`config.mk`:
```
export PLATFORM = sky130hd
export DESIGN_NAME = board_state_sequencer_flat
export DESIGN_NICKNAME = d
export VERILOG_FILES = /design/src/rtl/board_state_sequencer_pkg.sv /design/src/rtl/board_state_sequencer_if.sv /design/src/rtl/board_init_pattern.sv /design/src/rtl/board_state_sequencer.sv /design/src/flat_wrapper.sv
export SDC_FILE = /design/constraint.sdc
export NUM_CORES = 1
export LEC_CHECK = 0
export ABC_AREA = 1
export CAP_MARGIN = 20
export CORE_ASPECT_RATIO = 1.4
export CORE_MARGIN = 2
export CORE_UTILIZATION = 55
export CTS_BUF_LIST = sky130_fd_sc_hd__clkbuf_8 sky130_fd_sc_hd__clkbuf_16
export CTS_CLUSTER_DIAMETER = 100
export CTS_CLUSTER_SIZE = 30
export DETAILED_ROUTE_END_ITERATION = 6
export GPL_ROUTABILITY_DRIVEN = 0
export PLACE_DENSITY_LB_ADDON = 0.2
export RECOVER_POWER = 100
export SYNTH_ARGS = -nofsm -noshare
export SYNTH_HDL_FRONTEND = slang
export SYNTH_SLANG_ARGS = --single-unit
```
`constraint.sdc`:
```
create_clock -name clk -period 3.6 [get_ports clk]
set_input_delay 0.36 -clock clk [delete_from_list [all_inputs] [get_ports clk]]
set_output_delay 0.36 -clock clk [all_outputs]
set_load 0.02 [all_outputs]
```
`src/rtl/board_state_sequencer_pkg.sv`:
```
// Shared checkers-board definitions: piece codes, sequencer states, board size.
// Also holds the captured move record and the capture-square midpoint helper.
package board_pkg;

  localparam int BOARD_SIDE = 8;

  localparam logic [7:0] EMPTY      = 8'h00;
  localparam logic [7:0] RED        = 8'h01;
  localparam logic [7:0] BLACK      = 8'h02;
  localparam logic [7:0] RED_KING   = 8'h03;
  localparam logic [7:0] BLACK_KING = 8'h04;

  typedef enum logic [2:0] {
    INIT,
    IDLE,
    WR_SRC,
    WR_CAP,
    WR_DST,
    DONE
  } seq_state_t;

  typedef struct packed {
    logic [2:0] src_x;
    logic [2:0] src_y;
    logic [2:0] dst_x;
    logic [2:0] dst_y;
    logic       capture;
    logic [7:0] piece;
  } move_t;

  // Sum kept at 4 bits so (7+7)>>1 lands on 7 rather than wrapping.
  function automatic logic [2:0] midpoint(input logic [2:0] a, input logic [2:0] b);
    logic [3:0] sum;
    sum = {1'b0, a} + {1'b0, b};
    return sum[3:1];
  endfunction

endpackage

```
`src/rtl/board_state_sequencer_if.sv`:
```
// Move-command handshake plus state-RAM write port of the board sequencer.
// master = game logic / RAM side, slave = the sequencer.
interface board_state_sequencer_if;

  logic       init_req;
  logic       move_valid;
  logic       move_ready;
  logic [2:0] move_src_x;
  logic [2:0] move_src_y;
  logic [2:0] move_dst_x;
  logic [2:0] move_dst_y;
  logic       move_capture;
  logic [7:0] move_piece;
  logic [7:0] locX_state;
  logic [7:0] locY_state;
  logic [7:0] update_state;
  logic       wea_state_ram;
  logic       busy;
  logic       done;

  modport master (
    output init_req, move_valid, move_src_x, move_src_y, move_dst_x, move_dst_y,
           move_capture, move_piece,
    input  move_ready, locX_state, locY_state, update_state, wea_state_ram, busy, done
  );

  modport slave (
    input  init_req, move_valid, move_src_x, move_src_y, move_dst_x, move_dst_y,
           move_capture, move_piece,
    output move_ready, locX_state, locY_state, update_state, wea_state_ram, busy, done
  );

endinterface

```
`src/rtl/board_init_pattern.sv`:
```
// Combinational opening-layout lookup: square (x, y) -> piece code.
// BLACK fills rows 0-2 and RED rows 5-7, on squares with odd x+y only.
module board_init_pattern
  import board_pkg::*;
(
  input  logic [2:0] x,
  input  logic [2:0] y,
  output logic [7:0] piece
);

  always_comb begin
    piece = EMPTY;
    if (x[0] ^ y[0]) begin
      if (y <= 3'd2)      piece = BLACK;
      else if (y >= 3'd5) piece = RED;
    end
  end

endmodule

```
`src/rtl/board_state_sequencer.sv`:
```
// Sole writer of the icon state RAM: 64-write board init after reset/init_req, then 2-3 writes per move.
// All outputs registered (one cycle behind state); one move at a time, optional KING_PROMOTE_EN promotes on landing.
module board_state_sequencer
  import board_pkg::*;
#(
  parameter int BOARD_N = BOARD_SIDE
) (
  input  logic                    clk,
  input  logic                    reset,
  board_state_sequencer_if.slave  bus
);

  localparam logic [5:0] LAST_SQ = 6'(BOARD_N * BOARD_N - 1);
  localparam logic [2:0] LAST_ROW = 3'(BOARD_N - 1);

  seq_state_t state, state_nxt;
  logic [5:0] cnt, cnt_nxt;
  move_t      mv, mv_nxt;
  logic       pending, pending_nxt;
  logic       accept;

  logic [2:0] wr_x_q, wr_y_q, wr_x_nxt, wr_y_nxt;
  logic [7:0] wr_dat_q, wr_dat_nxt;
  logic       wea_q, wea_nxt;
  logic       done_q, done_nxt;
  logic       busy_q;
  logic       ready_q, ready_nxt;

  logic [7:0] init_piece;
  logic [7:0] dst_piece;
  logic [2:0] cap_x, cap_y;

  board_init_pattern u_init_pattern (
    .x     (cnt[2:0]),
    .y     (cnt[5:3]),
    .piece (init_piece)
  );

  assign cap_x = midpoint(mv.src_x, mv.dst_x);
  assign cap_y = midpoint(mv.src_y, mv.dst_y);

`ifdef KING_PROMOTE_EN
  always_comb begin
    dst_piece = mv.piece;
    if (mv.piece == RED && mv.dst_y == 3'd0)
      dst_piece = RED_KING;
    else if (mv.piece == BLACK && mv.dst_y == LAST_ROW)
      dst_piece = BLACK_KING;
  end
`else
  assign dst_piece = mv.piece;
`endif

  // init_req wins over a move offered in the same cycle, even though ready is already up.
  assign accept = bus.move_valid && ready_q && !bus.init_req;

  always_comb begin
    state_nxt   = state;
    cnt_nxt     = cnt;
    mv_nxt      = mv;
    pending_nxt = pending || (bus.init_req && state != IDLE);
    wea_nxt     = 1'b0;
    done_nxt    = 1'b0;
    wr_x_nxt    = wr_x_q;
    wr_y_nxt    = wr_y_q;
    wr_dat_nxt  = wr_dat_q;

    case (state)
      INIT: begin
        wea_nxt    = 1'b1;
        wr_x_nxt   = cnt[2:0];
        wr_y_nxt   = cnt[5:3];
        wr_dat_nxt = init_piece;
        cnt_nxt    = cnt + 6'd1;
        if (cnt == LAST_SQ) state_nxt = DONE;
      end
      IDLE: begin
        if (bus.init_req || pending) begin
          state_nxt   = INIT;
          cnt_nxt     = '0;
          pending_nxt = 1'b0;
        end else if (accept) begin
          state_nxt = WR_SRC;
          mv_nxt    = '{src_x:   bus.move_src_x,
                        src_y:   bus.move_src_y,
                        dst_x:   bus.move_dst_x,
                        dst_y:   bus.move_dst_y,
                        capture: bus.move_capture,
                        piece:   bus.move_piece};
        end
      end
      WR_SRC: begin
        wea_nxt    = 1'b1;
        wr_x_nxt   = mv.src_x;
        wr_y_nxt   = mv.src_y;
        wr_dat_nxt = EMPTY;
        state_nxt  = mv.capture ? WR_CAP : WR_DST;
      end
      WR_CAP: begin
        wea_nxt    = 1'b1;
        wr_x_nxt   = cap_x;
        wr_y_nxt   = cap_y;
        wr_dat_nxt = EMPTY;
        state_nxt  = WR_DST;
      end
      WR_DST: begin
        wea_nxt    = 1'b1;
        wr_x_nxt   = mv.dst_x;
        wr_y_nxt   = mv.dst_y;
        wr_dat_nxt = dst_piece;
        state_nxt  = DONE;
      end
      DONE: begin
        done_nxt  = 1'b1;
        state_nxt = IDLE;
      end
      default: state_nxt = INIT;
    endcase

    ready_nxt = (state == IDLE) && !accept && !bus.init_req && !pending;
  end

  always_ff @(posedge clk or posedge reset) begin
    if (reset) begin
      state    <= INIT;
      cnt      <= '0;
      mv       <= '0;
      pending  <= 1'b0;
      wr_x_q   <= '0;
      wr_y_q   <= '0;
      wr_dat_q <= '0;
      wea_q    <= 1'b0;
      done_q   <= 1'b0;
      busy_q   <= 1'b1;
      ready_q  <= 1'b0;
    end else begin
      state    <= state_nxt;
      cnt      <= cnt_nxt;
      mv       <= mv_nxt;
      pending  <= pending_nxt;
      wr_x_q   <= wr_x_nxt;
      wr_y_q   <= wr_y_nxt;
      wr_dat_q <= wr_dat_nxt;
      wea_q    <= wea_nxt;
      done_q   <= done_nxt;
      busy_q   <= (state_nxt != IDLE);
      ready_q  <= ready_nxt;
    end
  end

  assign bus.locX_state    = {5'b0, wr_x_q};
  assign bus.locY_state    = {5'b0, wr_y_q};
  assign bus.update_state  = wr_dat_q;
  assign bus.wea_state_ram = wea_q;
  assign bus.done          = done_q;
  assign bus.busy          = busy_q;
  assign bus.move_ready    = ready_q;

endmodule

```
`src/flat_wrapper.sv`:
```
// flat-port wrapper written by rule: the top's interface ports become plain ports
module board_state_sequencer_flat import board_pkg::*;
#(
  parameter int BOARD_N = BOARD_SIDE
)
  (clk, reset, bus_init_req, bus_move_valid, bus_move_src_x, bus_move_src_y, bus_move_dst_x, bus_move_dst_y, bus_move_capture, bus_move_piece, bus_move_ready, bus_locX_state, bus_locY_state, bus_update_state, bus_wea_state_ram, bus_busy, bus_done);
  board_state_sequencer_if bus_i ();
  input  logic clk;
  input  logic reset;
  input wire logic [$bits(bus_i.init_req)-1:0] bus_init_req;
  input wire logic [$bits(bus_i.move_valid)-1:0] bus_move_valid;
  input wire logic [$bits(bus_i.move_src_x)-1:0] bus_move_src_x;
  input wire logic [$bits(bus_i.move_src_y)-1:0] bus_move_src_y;
  input wire logic [$bits(bus_i.move_dst_x)-1:0] bus_move_dst_x;
  input wire logic [$bits(bus_i.move_dst_y)-1:0] bus_move_dst_y;
  input wire logic [$bits(bus_i.move_capture)-1:0] bus_move_capture;
  input wire logic [$bits(bus_i.move_piece)-1:0] bus_move_piece;
  output wire logic [$bits(bus_i.move_ready)-1:0] bus_move_ready;
  output wire logic [$bits(bus_i.locX_state)-1:0] bus_locX_state;
  output wire logic [$bits(bus_i.locY_state)-1:0] bus_locY_state;
  output wire logic [$bits(bus_i.update_state)-1:0] bus_update_state;
  output wire logic [$bits(bus_i.wea_state_ram)-1:0] bus_wea_state_ram;
  output wire logic [$bits(bus_i.busy)-1:0] bus_busy;
  output wire logic [$bits(bus_i.done)-1:0] bus_done;
  assign bus_i.init_req = bus_init_req;
  assign bus_i.move_valid = bus_move_valid;
  assign bus_i.move_src_x = bus_move_src_x;
  assign bus_i.move_src_y = bus_move_src_y;
  assign bus_i.move_dst_x = bus_move_dst_x;
  assign bus_i.move_dst_y = bus_move_dst_y;
  assign bus_i.move_capture = bus_move_capture;
  assign bus_i.move_piece = bus_move_piece;
  assign bus_move_ready = bus_i.move_ready;
  assign bus_locX_state = bus_i.locX_state;
  assign bus_locY_state = bus_i.locY_state;
  assign bus_update_state = bus_i.update_state;
  assign bus_wea_state_ram = bus_i.wea_state_ram;
  assign bus_busy = bus_i.busy;
  assign bus_done = bus_i.done;
  board_state_sequencer #(.BOARD_N(BOARD_N)) u_core (.clk(clk), .reset(reset), .bus(bus_i));
endmodule
```
==> metrics <==
Tcrit/Tclk final=68.6%; Layout Cells excl Fill=431; antenna fix cells=0; Worst VDD drop=0.321 mV; clk_skew=8.15 ps; Fill cells=427; number of synthesized flops with an enable pin=0; cell with the most instances after synthesis=nand2_1; Core ar.=4500 um^2; DRT Wirelength=5230 um; initial core utilization=57.0%; I/O Buffers=42; post-route ant nets=0; antenna violations before repair=0; vias in the first global route=2095; hold buffers post-CTS=0; H-tree depth=2; top cell type's share of synthesized area=46.9%; final hold vios=0; Synth Cell Area=2560 um^2; Hold Crit Class=flop to flop; Setup crit start kind=flop; post-DR vias/cell=4.89; Post-CTS Setup Inserts=0; P&R area growth vs syn=19.7%; Most Crowded Layer GR=met2; CP arrival=2630 ps; global-route wire length before repair=8920 um; Area contributors post-synth=dfrtp_1 47%, nand2_1 16%, nand3_1 6.1%, inv_1 5.4%, nor2_1 4.5%; # clock sinks=49; post-cts gate resize count=0; Die Y=84.8 um; Die Wd=61.7 um; Max Cap Viol=0; WL/cell=12.1 um; RSZ-0062 raised after global routing=no; GRT Util Overall=22.5%; dpl hpwl=3950 um; Warnings, synthesis=0; Initial DRC Count=82; Worst setup EP type=flop; Cell Pwr Density=553 nW/um^2; Slew Viols, Final=0; GRT Residual Overflow=0; drt drc=0; Post-synth ARST share=100%; Mean Syn Cell Area=7.86 um^2; nets@finish=400; cell count after synthesis=326; grt met3 use=4.62%; TritonCTS clock tree=yes; P_leak=1.67 nW; worst slew pin tran=867 ps; clk root buf=clkbuf_8; num rows=29; leading area contributor after synthesis=dfrtp_1; worst path required time=3760 ps; Yosys cell types=27; crit path time final=2470 ps; Ports=53; CTS Buffer Depth=2; Seq/Total Area, Yosys=47.9%; cts bufs inserted=5; share of layout cells above drive strength 1=5.42%; most frequent cells after synthesis=108 x nand2_1, 48 x dfrtp_1, 37 x inv_1; met2 GRT Util=38.4%; met1 Use GR=27.1%; CP Max Fanout=27; DP Cell Count=422; drt pass-1 iters=4; clock network latency to the later pin of the worst-skew pair=300 ps; Crit Path Class=flop to flop; Main synth FF type=dfrtp_1; outcome=finished, final reports clean; post-synthesis sequential element count=49; Die Footprint=5230 um^2; DR vias=2107; pin count of the biggest net entering global routing=50; clock slew at the register clock pins of the worst setup and hold paths=90 ps; post-route setup TNS=0 ps; fmax=405 MHz; Slew Limit Headroom=42.1%; Final setup viols=0
## state kept, by name, summed over array words and instances, names as in the netlist
signal	flops
u_core.cnt	6
u_core.mv	13
u_core.bus.wea_state_ram	1
u_core.bus.done	1
u_core.state	3
u_core.wr_x_q	3
u_core.wr_y_q	3
u_core.bus.update_state	8
u_core.dst_piece	8
u_core.bus.busy	1
u_core.pending	1
u_core.bus.move_ready	1
## power by group
group	internal, mW	switching, mW	total (mW)
Combinational	0.240	0.389	0.629
Sequential	0.659	0.0968	0.755
Clock	0.134	0.178	0.312
Total	1.03	0.664	1.70
## final timing paths
| check | from | to | slack [ps] | cells past startpoint |
|---|---|---|---|---|
| min in group asynchronous | reset | u_core.bus.update_state[1] | 570 | 2 |
| worst max-delay path | u_core.state[2] | u_core.mv[13] | 1130 | 6 |
| max in group asynchronous | reset | u_core.bus.busy | 2370 | 3 |
| worst min register to register | u_core.wr_x_q[1] | u_core.wr_x_q[1] | 480 | 2 |
| worst min-delay path | u_core.wr_x_q[1] | u_core.wr_x_q[1] | 480 | 2 |
| worst max register to register | u_core.state[2] | u_core.mv[13] | 1130 | 6 |
## routing by layer
| layer | share of wire [%] | vias up |
|---|---|---|
| li1 | - | 1079 |
| met1 | 41 | 980 |
| met2 | 54 | 39 |
| met3 | 3.0 | 9 |
| met4 | 2.1 | 0 |
| met5 | 0 | - |
## stage by stage
step / area (um^2) / total power [mW] / setup slack [ps] / util (%) / hold WS (ps)
final: 3070 / 1.70 / 1130 / 68.2 / 477
after global routing: 3070 / 1.84 / 804 / 68.2 / 508
after CTS: 3070 / 1.73 / 1740 / 68.2 / 482
after detailed placement: 2980 / 1.42 / 1590 / 66.3 / 460
after global placement: 2980 / 1.41 / 1640 / 66.3 / 455
after floorplan: 2600 / 1.19 / 2070 / - / 442
## critical path: stages, from the launching register on
cell     delay (ps)
dfrtp_1         450
inv_1           190
nand3_1         300
nor2_4          410
nand2_1         620
nor2_1          320
a21oi_2          40
## cell usage in the layout (no fill, tap or decap), drive strengths merged
cell | synthesis | layout
dfstp | 1 | 1
nor3 | 1 | 1
inv | 40 | 40
nor2 | 33 | 33
xor2 | 1 | 1
conb | 1 | 10
nand4 | 5 | 5
buf | 16 | 2
dlygate4sd3 | 0 | 19
clkbuf | 2 | 5
clkdlybuf4s50 | 0 | 23
clkinvlp | 0 | 1
nand3 | 32 | 32
fa | 2 | 2
and3 | 1 | 1
a22o | 5 | 5
nand2 | 111 | 111
dfrtp | 48 | 48
a21oi | 10 | 10
o21ai | 12 | 12
ha | 5 | 5
clkinv | 0 | 2
## cell families after synthesis
| family | Yosys count | share of synthesized area [%] |
|---|---|---|
| adder cells (fa/ha/maj) | 7 | 4.00 |
| flip-flops | 49 | 47.9 |
| AND/OR/NAND/NOR | 183 | 30.6 |
| buffers and inverters | 58 | 10.5 |
| XOR/XNOR | 1 | 0.342 |
| other | 1 | 0.146 |
| AO/OA/AOI/OAI | 27 | 6.59 |
## layout make-up
class	instances	area, um^2	area share [%]
Tap cell	62	77.6	2.53
Sequential cell	49	1230	40.0
Clock buffer	5	68.8	2.24
Clock inverter	3	17.5	0.571
Inverter	40	150	4.89
Timing Repair Buffer	44	448	14.6
Multi-Input combinational cell	228	1080	35.2
Note: power is estimated with default switching activity, not from simulation.
